## src/rtl/gauss_kernel_gen.sv

```systemverilog
// Gaussian kernel generator: fixed-point power table, then a raster
// fill that streams each coefficient and builds the flat kernel and sum.
module gauss_kernel_gen #(
    parameter int MAX_SIZE = 7,
    parameter int COEF_W   = 8,
    parameter int SUM_W    = 32
) (
    input  logic                                 clk,
    input  logic                                 n_rst,
    input  logic                                 start,
    input  logic [3:0]                           size,
    input  logic [2:0]                           sigma,
    input  logic                                 coef_ready,
    output logic                                 busy,
    output logic                                 done,
    output logic                                 coef_valid,
    output logic [COEF_W-1:0]                    coef_data,
    output logic [3:0]                           coef_x,
    output logic [3:0]                           coef_y,
    output logic [MAX_SIZE*MAX_SIZE*COEF_W-1:0]  kernel,
    output logic [SUM_W-1:0]                     sum,
    output logic [3:0]                           kernel_size
);

    localparam int HMAX = (MAX_SIZE - 1) / 2;
    localparam int DMAX = 2 * HMAX * HMAX;
    localparam int IW   = $clog2(DMAX + 1);
    localparam int KW   = MAX_SIZE * MAX_SIZE * COEF_W;
    localparam int KAW  = $clog2(KW);

    typedef enum logic [1:0] {IDLE, POW, FILL, DONE} state_t;

    state_t                state_q;
    logic                  busy_q, done_q, valid_q;
    logic [3:0]            s_q;
    logic [2:0]            h_q;
    logic [IW-1:0]         d_q, cnt_q;
    logic [15:0]           r_q;
    logic [3:0]            x_q, y_q;
    logic [KW-1:0]         kernel_q;
    logic [SUM_W-1:0]      sum_q;
    logic [15:0]           p_q [DMAX+1];

    logic [3:0]            sz_c, s_eff;
    logic [2:0]            h_eff;
    logic [IW-1:0]         d_eff;
    logic [IW-1:0]         prev_idx;
    logic [31:0]           prod;
    logic [15:0]           p_next;
    logic [7:0]            dx, dy;
    logic [IW-1:0]         sq_idx;
    logic [COEF_W-1:0]     coef;
    logic [KAW-1:0]        wr_base;

    // Q0.16 ratio exp(-1/(2*sigma^2)); sigma 0 behaves as sigma 1.
    function automatic logic [15:0] r_of(input logic [2:0] sg);
        logic [15:0] r;
        case (sg)
            3'd0:    r = 16'd39750;
            3'd1:    r = 16'd39750;
            3'd2:    r = 16'd57835;
            3'd3:    r = 16'd61994;
            3'd4:    r = 16'd63520;
            3'd5:    r = 16'd64238;
            3'd6:    r = 16'd64632;
            default: r = 16'd64871;
        endcase
        return r;
    endfunction

    // Clamp the requested size to an odd edge and derive h and 2h^2.
    always_comb begin
        sz_c = size;
        if (size < 4'd3)
            sz_c = 4'd3;
        else if (size > 4'(MAX_SIZE))
            sz_c = 4'(MAX_SIZE);
        s_eff = sz_c[0] ? sz_c : sz_c - 4'd1;
        h_eff = 3'((s_eff - 4'd1) >> 1);
        d_eff = IW'(8'd2 * {5'd0, h_eff} * {5'd0, h_eff});
    end

    // One truncating Q0.16 multiply per POW cycle; radius^2 lookup for FILL.
    always_comb begin
        prev_idx = (cnt_q == '0) ? '0 : cnt_q - IW'(1);
        prod     = 32'(p_q[prev_idx]) * 32'(r_q);
        p_next   = 16'(prod >> 16);
        dx = (x_q >= {1'b0, h_q}) ? 8'(x_q - {1'b0, h_q})
                                  : 8'({1'b0, h_q} - x_q);
        dy = (y_q >= {1'b0, h_q}) ? 8'(y_q - {1'b0, h_q})
                                  : 8'({1'b0, h_q} - y_q);
        sq_idx  = IW'(dx * dx + dy * dy);
        coef    = COEF_W'(p_q[sq_idx] >> (16 - COEF_W));
        wr_base = KAW'((32'(y_q) * MAX_SIZE + 32'(x_q)) * COEF_W);
    end

    // Control FSM with power table, scan counters and kernel storage.
    always_ff @(posedge clk or negedge n_rst) begin
        if (!n_rst) begin
            state_q  <= IDLE;
            busy_q   <= 1'b0;
            done_q   <= 1'b0;
            valid_q  <= 1'b0;
            s_q      <= '0;
            h_q      <= '0;
            d_q      <= '0;
            r_q      <= '0;
            cnt_q    <= '0;
            x_q      <= '0;
            y_q      <= '0;
            kernel_q <= '0;
            sum_q    <= '0;
            for (int i = 0; i <= DMAX; i++)
                p_q[i] <= '0;
        end else begin
            unique case (state_q)
                IDLE: begin
                    if (start) begin
                        s_q      <= s_eff;
                        h_q      <= h_eff;
                        d_q      <= d_eff;
                        r_q      <= r_of(sigma);
                        kernel_q <= '0;
                        sum_q    <= '0;
                        p_q[0]   <= 16'hFFFF;
                        cnt_q    <= IW'(1);
                        busy_q   <= 1'b1;
                        state_q  <= POW;
                    end
                end
                POW: begin
                    p_q[cnt_q] <= p_next;
                    if (cnt_q == d_q) begin
                        x_q     <= '0;
                        y_q     <= '0;
                        valid_q <= 1'b1;
                        state_q <= FILL;
                    end else begin
                        cnt_q <= cnt_q + IW'(1);
                    end
                end
                FILL: begin
                    if (coef_ready) begin
                        kernel_q[wr_base +: COEF_W] <= coef;
                        sum_q <= sum_q + SUM_W'(coef);
                        if (x_q == s_q - 4'd1) begin
                            x_q <= '0;
                            if (y_q == s_q - 4'd1) begin
                                y_q     <= '0;
                                valid_q <= 1'b0;
                                busy_q  <= 1'b0;
                                done_q  <= 1'b1;
                                state_q <= DONE;
                            end else begin
                                y_q <= y_q + 4'd1;
                            end
                        end else begin
                            x_q <= x_q + 4'd1;
                        end
                    end
                end
                DONE: begin
                    done_q  <= 1'b0;
                    state_q <= IDLE;
                end
                default: state_q <= IDLE;
            endcase
        end
    end

    assign busy        = busy_q;
    assign done        = done_q;
    assign coef_valid  = valid_q;
    assign coef_data   = valid_q ? coef : '0;
    assign coef_x      = x_q;
    assign coef_y      = y_q;
    assign kernel      = kernel_q;
    assign sum         = sum_q;
    assign kernel_size = s_q;

endmodule

```

## config.mk

```make
export PLATFORM = sky130hd
export DESIGN_NAME = gauss_kernel_gen
export DESIGN_NICKNAME = d
export VERILOG_FILES = /design/src/rtl/gauss_kernel_gen.sv
export SDC_FILE = /design/constraint.sdc
export NUM_CORES = 2
export LEC_CHECK = 0
export BUFFER_PORTS_ARGS = -buffer_cell sky130_fd_sc_hd__buf_4
export CAP_MARGIN = 20
export CORE_MARGIN = 4
export CORE_UTILIZATION = 40
export CTS_BUF_LIST = sky130_fd_sc_hd__clkbuf_8 sky130_fd_sc_hd__clkbuf_16
export CTS_CLUSTER_SIZE = 24
export DETAILED_ROUTE_END_ITERATION = 7
export PLACE_DENSITY = 0.66
export SLEW_MARGIN = 20
export SYNTH_ARGS = -nofsm -noshare
export SYNTH_HDL_FRONTEND = slang
export SYNTH_SLANG_ARGS = --single-unit
```

## constraint.sdc

```tcl
create_clock -name clk -period 10.3 [get_ports clk]
set_input_delay 1.545 -clock clk [delete_from_list [all_inputs] [get_ports clk]]
set_output_delay 1.545 -clock clk [all_outputs]
set_load 0.01 [all_outputs]
```

==> summary.md <==
| Metric | Value |
|---|---|
| Commonest cells in the netlist | `dfrtp_1, nand2_1, a22o_1` |
| Multiplexer area fraction after synthesis | `0.0663` |
| Mapped cell area | `44200 um^2` |
| Crit share post-route | `0.949` |
| WL/cell | `24.6 um` |
| Met3 Routed Length | `13200 um` |
| RePlAce Congestion | `0.919` |
| Layout area overhead | `18.8%` |
| CP peak stage delay | `610 ps` |
| Yosys top cell by area | `dfrtp_1` |
| # nets final | `4962` |
| Yosys reg bits | `766` |
| Crit path DAT | `10320 ps` |
| Critical Path Slowest Stage Cell | `a311oi_1` |
| Clock slew at reported path FFs | `60 ps` |
| Post-DP HPWL | `108000 um` |
| Metal2 WL | `67500 um` |
| Avg Cell Area, Syn | `10.5 um^2` |
| GR Util All Layers | `0.255` |
| Async S/R FF share, synth | `1.00` |
| CTS sink cnt | `766` |
| IO Pins | `458` |
| Total count of hold-check failures in the final report | `0` |
| Compound-gate portion of the synthesized area | `0.172` |
| CP endpoint kind | `flip-flop` |
| Ys flop type | `dfrtp_1` |
| Ant diodes | `0` |
| Buffers on Ports | `457` |
| Proportion of layout cells with a drive suffix above 1 | `0.201` |
| Clk Latency, worst-skew pair | `700 ps` |
| Initial antenna violation count | `3` |
| CTS root buffer | `clkbuf_16` |
| Fin Setup TNS | `0 ps` |
| Synth Area in Simple Gates | `0.124` |
| WP data required | `10840 ps` |
| Remaining antenna violation count after routing | `0` |
| Warnings from Yosys | `0` |
| Highest metal used | `met5` |
| Die area | `116000 um^2` |
| Number of global-route vias before repair | `34.9k` |
| Critical path class | `flip-flop to flip-flop` |
| Relative slew slack | `0.272` |
| Fmax | `102 MHz` |
| Vert. Die Dim | `340 um` |
| Chip Width | `340 um` |
| Seq/Total Area, Yosys | `0.433` |
| Unrepaired setup endpoints after global routing | `no` |
| Syn Inst Count | `4218` |
| CP Max Fanout | `19` |
| CTS tree | `built` |
| Post-synthesis xor/xnor area fraction | `0.0170` |
| First DRT Iteration DRCs | `3714` |
| Grt total ovfl | `0` |
| Initial Utilization | `0.405` |
| Drt first pass iters | `8` |
| Main combinational cell family by area after synthesis | `compound AO/OA/AOI/OAI gates` |
| Tmin final | `9770 ps` |
| Status | `completed` |
| Worst-Margin Slew | `1090 ps` |
| Drt drc | `0` |
| Adder-cell share of the synthesized area | `0.137` |
| EDFF count, synth | `0` |
| Synth top area share | `0.433` |
| H-tree level count | `3` |
| Final setup fails | `0` |
| Top-count cell post-synth | `dfrtp_1` |
| Core area | `109000 um^2` |
| First-pass GRT wire length | `229000 um` |
| Syn nets | `4591` |
| Largest net degree at the start of global routing | `180` |
| Maxcap violations | `0` |
| Drt total wl | `151000 um` |
| HP Class | `flip-flop to flip-flop` |
| DRT met1 WL | `64300 um` |
| Cts bufs inserted | `85` |
| Clock Skews | `47.2 ps` |
| Dominant cells by area after synthesis | `dfrtp_1, fa_1, a22o_1` |
| Rows | `121` |
| Total number of vias | `35.6k` |
| Final Max Tran Viols | `0` |
| Setup crit start kind | `flip-flop` |
| Bufs on Longest Clock Path | `3` |
| Vias per std cell | `5.80` |
| Synth cell types | `81` |
worst paths after layout:
path	depth (start not counted)	from	end	slack (ps)
setup / recovery	32	cnt_q[1]	p_q[31]	530
hold / removal	2	p_q[224]	p_q[224]	470
setup reg to reg	32	cnt_q[1]	p_q[31]	530
hold reg to reg	2	p_q[224]	p_q[224]	470
max in group asynchronous	3	n_rst	kernel[345]	7310
min in group asynchronous	1	n_rst	r_q[3]	950
sequential cells by signal, indices dropped and copies added, names as in the netlist, 2 cells and up:
name	cells
cnt_q	5
coef_x	4
kernel	392
p_q	304
sum	32
r_q	13
h_q	2
kernel_size	3
d_q	2
state_q	2
coef_y	4
worst max-delay path, delay by kind of cell (launching register included):
| kind | cells | cell delay, ps |
|---|---|---|
| adder cells (fa/ha/maj) | 8 | 3410 |
| buffers and inverters | 8 | 1260 |
| flip-flops | 1 | 450 |
| AO/OA/AOI/OAI | 9 | 2670 |
| AND/OR/NAND/NOR | 4 | 940 |
| multiplexers | 2 | 780 |
| XOR/XNOR | 1 | 130 |
cell families after synthesis:
family          after synthesis
buf+inv                     564
compound gates             1061
fa+ha+maj                   362
simple gates               1148
flops                       766
xor+xnor                     82
mux                         235
routing by layer:
layer,track usage,up-vias
li1,-,15600
met1,0.359,18000
met2,0.397,1718
met3,0.0500,296
met4,0.0885,2
met5,0,-
placed cells by master, fill, tap and decap left out, types with 10 or more instances in the layout:
cell	instances
o31ai_1	20
nand2_1	487
a221o_1	10
dfrtp_1	766
and2_1	36
nand4_1	20
a22o_1	339
nand2b_1	123
a221oi_1	29
xnor2_1	47
clkbuf_8	23
nand3_1	109
clkinv_2	14
mux4_2	33
clkbuf_16	86
and3_1	31
a21oi_1	79
o22ai_1	13
a22oi_1	43
nor3_1	25
ha_1	155
nor2_1	146
mux2i_1	61
fa_1	204
a211oi_1	19
inv_1	293
o21ai_0	319
nor2b_1	108
a31oi_1	34
mux2_2	133
a32o_1	33
a21o_1	25
xor2_1	32
o2bb2ai_1	32
buf_4	553
per-stage QoR:
step,cell area [um^2],utilization,hold slack [ps],std cells,worst slack [ps]
after floorplan,44200,-,441,4218,150
after global placement,49300,0.451,455,5966,681
after detailed placement,49300,0.451,464,5968,456
after CTS,52400,0.479,476,6124,362
after global routing,52500,0.481,503,6134,77.6
final,52500,0.481,469,6134,528
area by class of cell:
type / instances / area, um^2
multi-input combinational: 2888 / 23000
inverter: 283 / 1060
timing repair buffer: 565 / 4400
tap: 1476 / 1850
sequential: 766 / 19200
fill: 9979 / 56800
clock buffer: 109 / 2470
clock inverter: 47 / 569
what timing repair did:
| action | 4_1_cts | 5_1_grt |
|---|---|---|
| setup buffers | 0 | 8 |
| hold buffers | 0 | 0 |
| resized for setup | 0 | 1 |
| endpoints found under the hold margin | 0 | 0 |
| setup endpoints to repair | 0 | 26 |
Power is not shown: default switching activity piles up to over one toggle a cycle in this logic, so the estimate is an artifact.
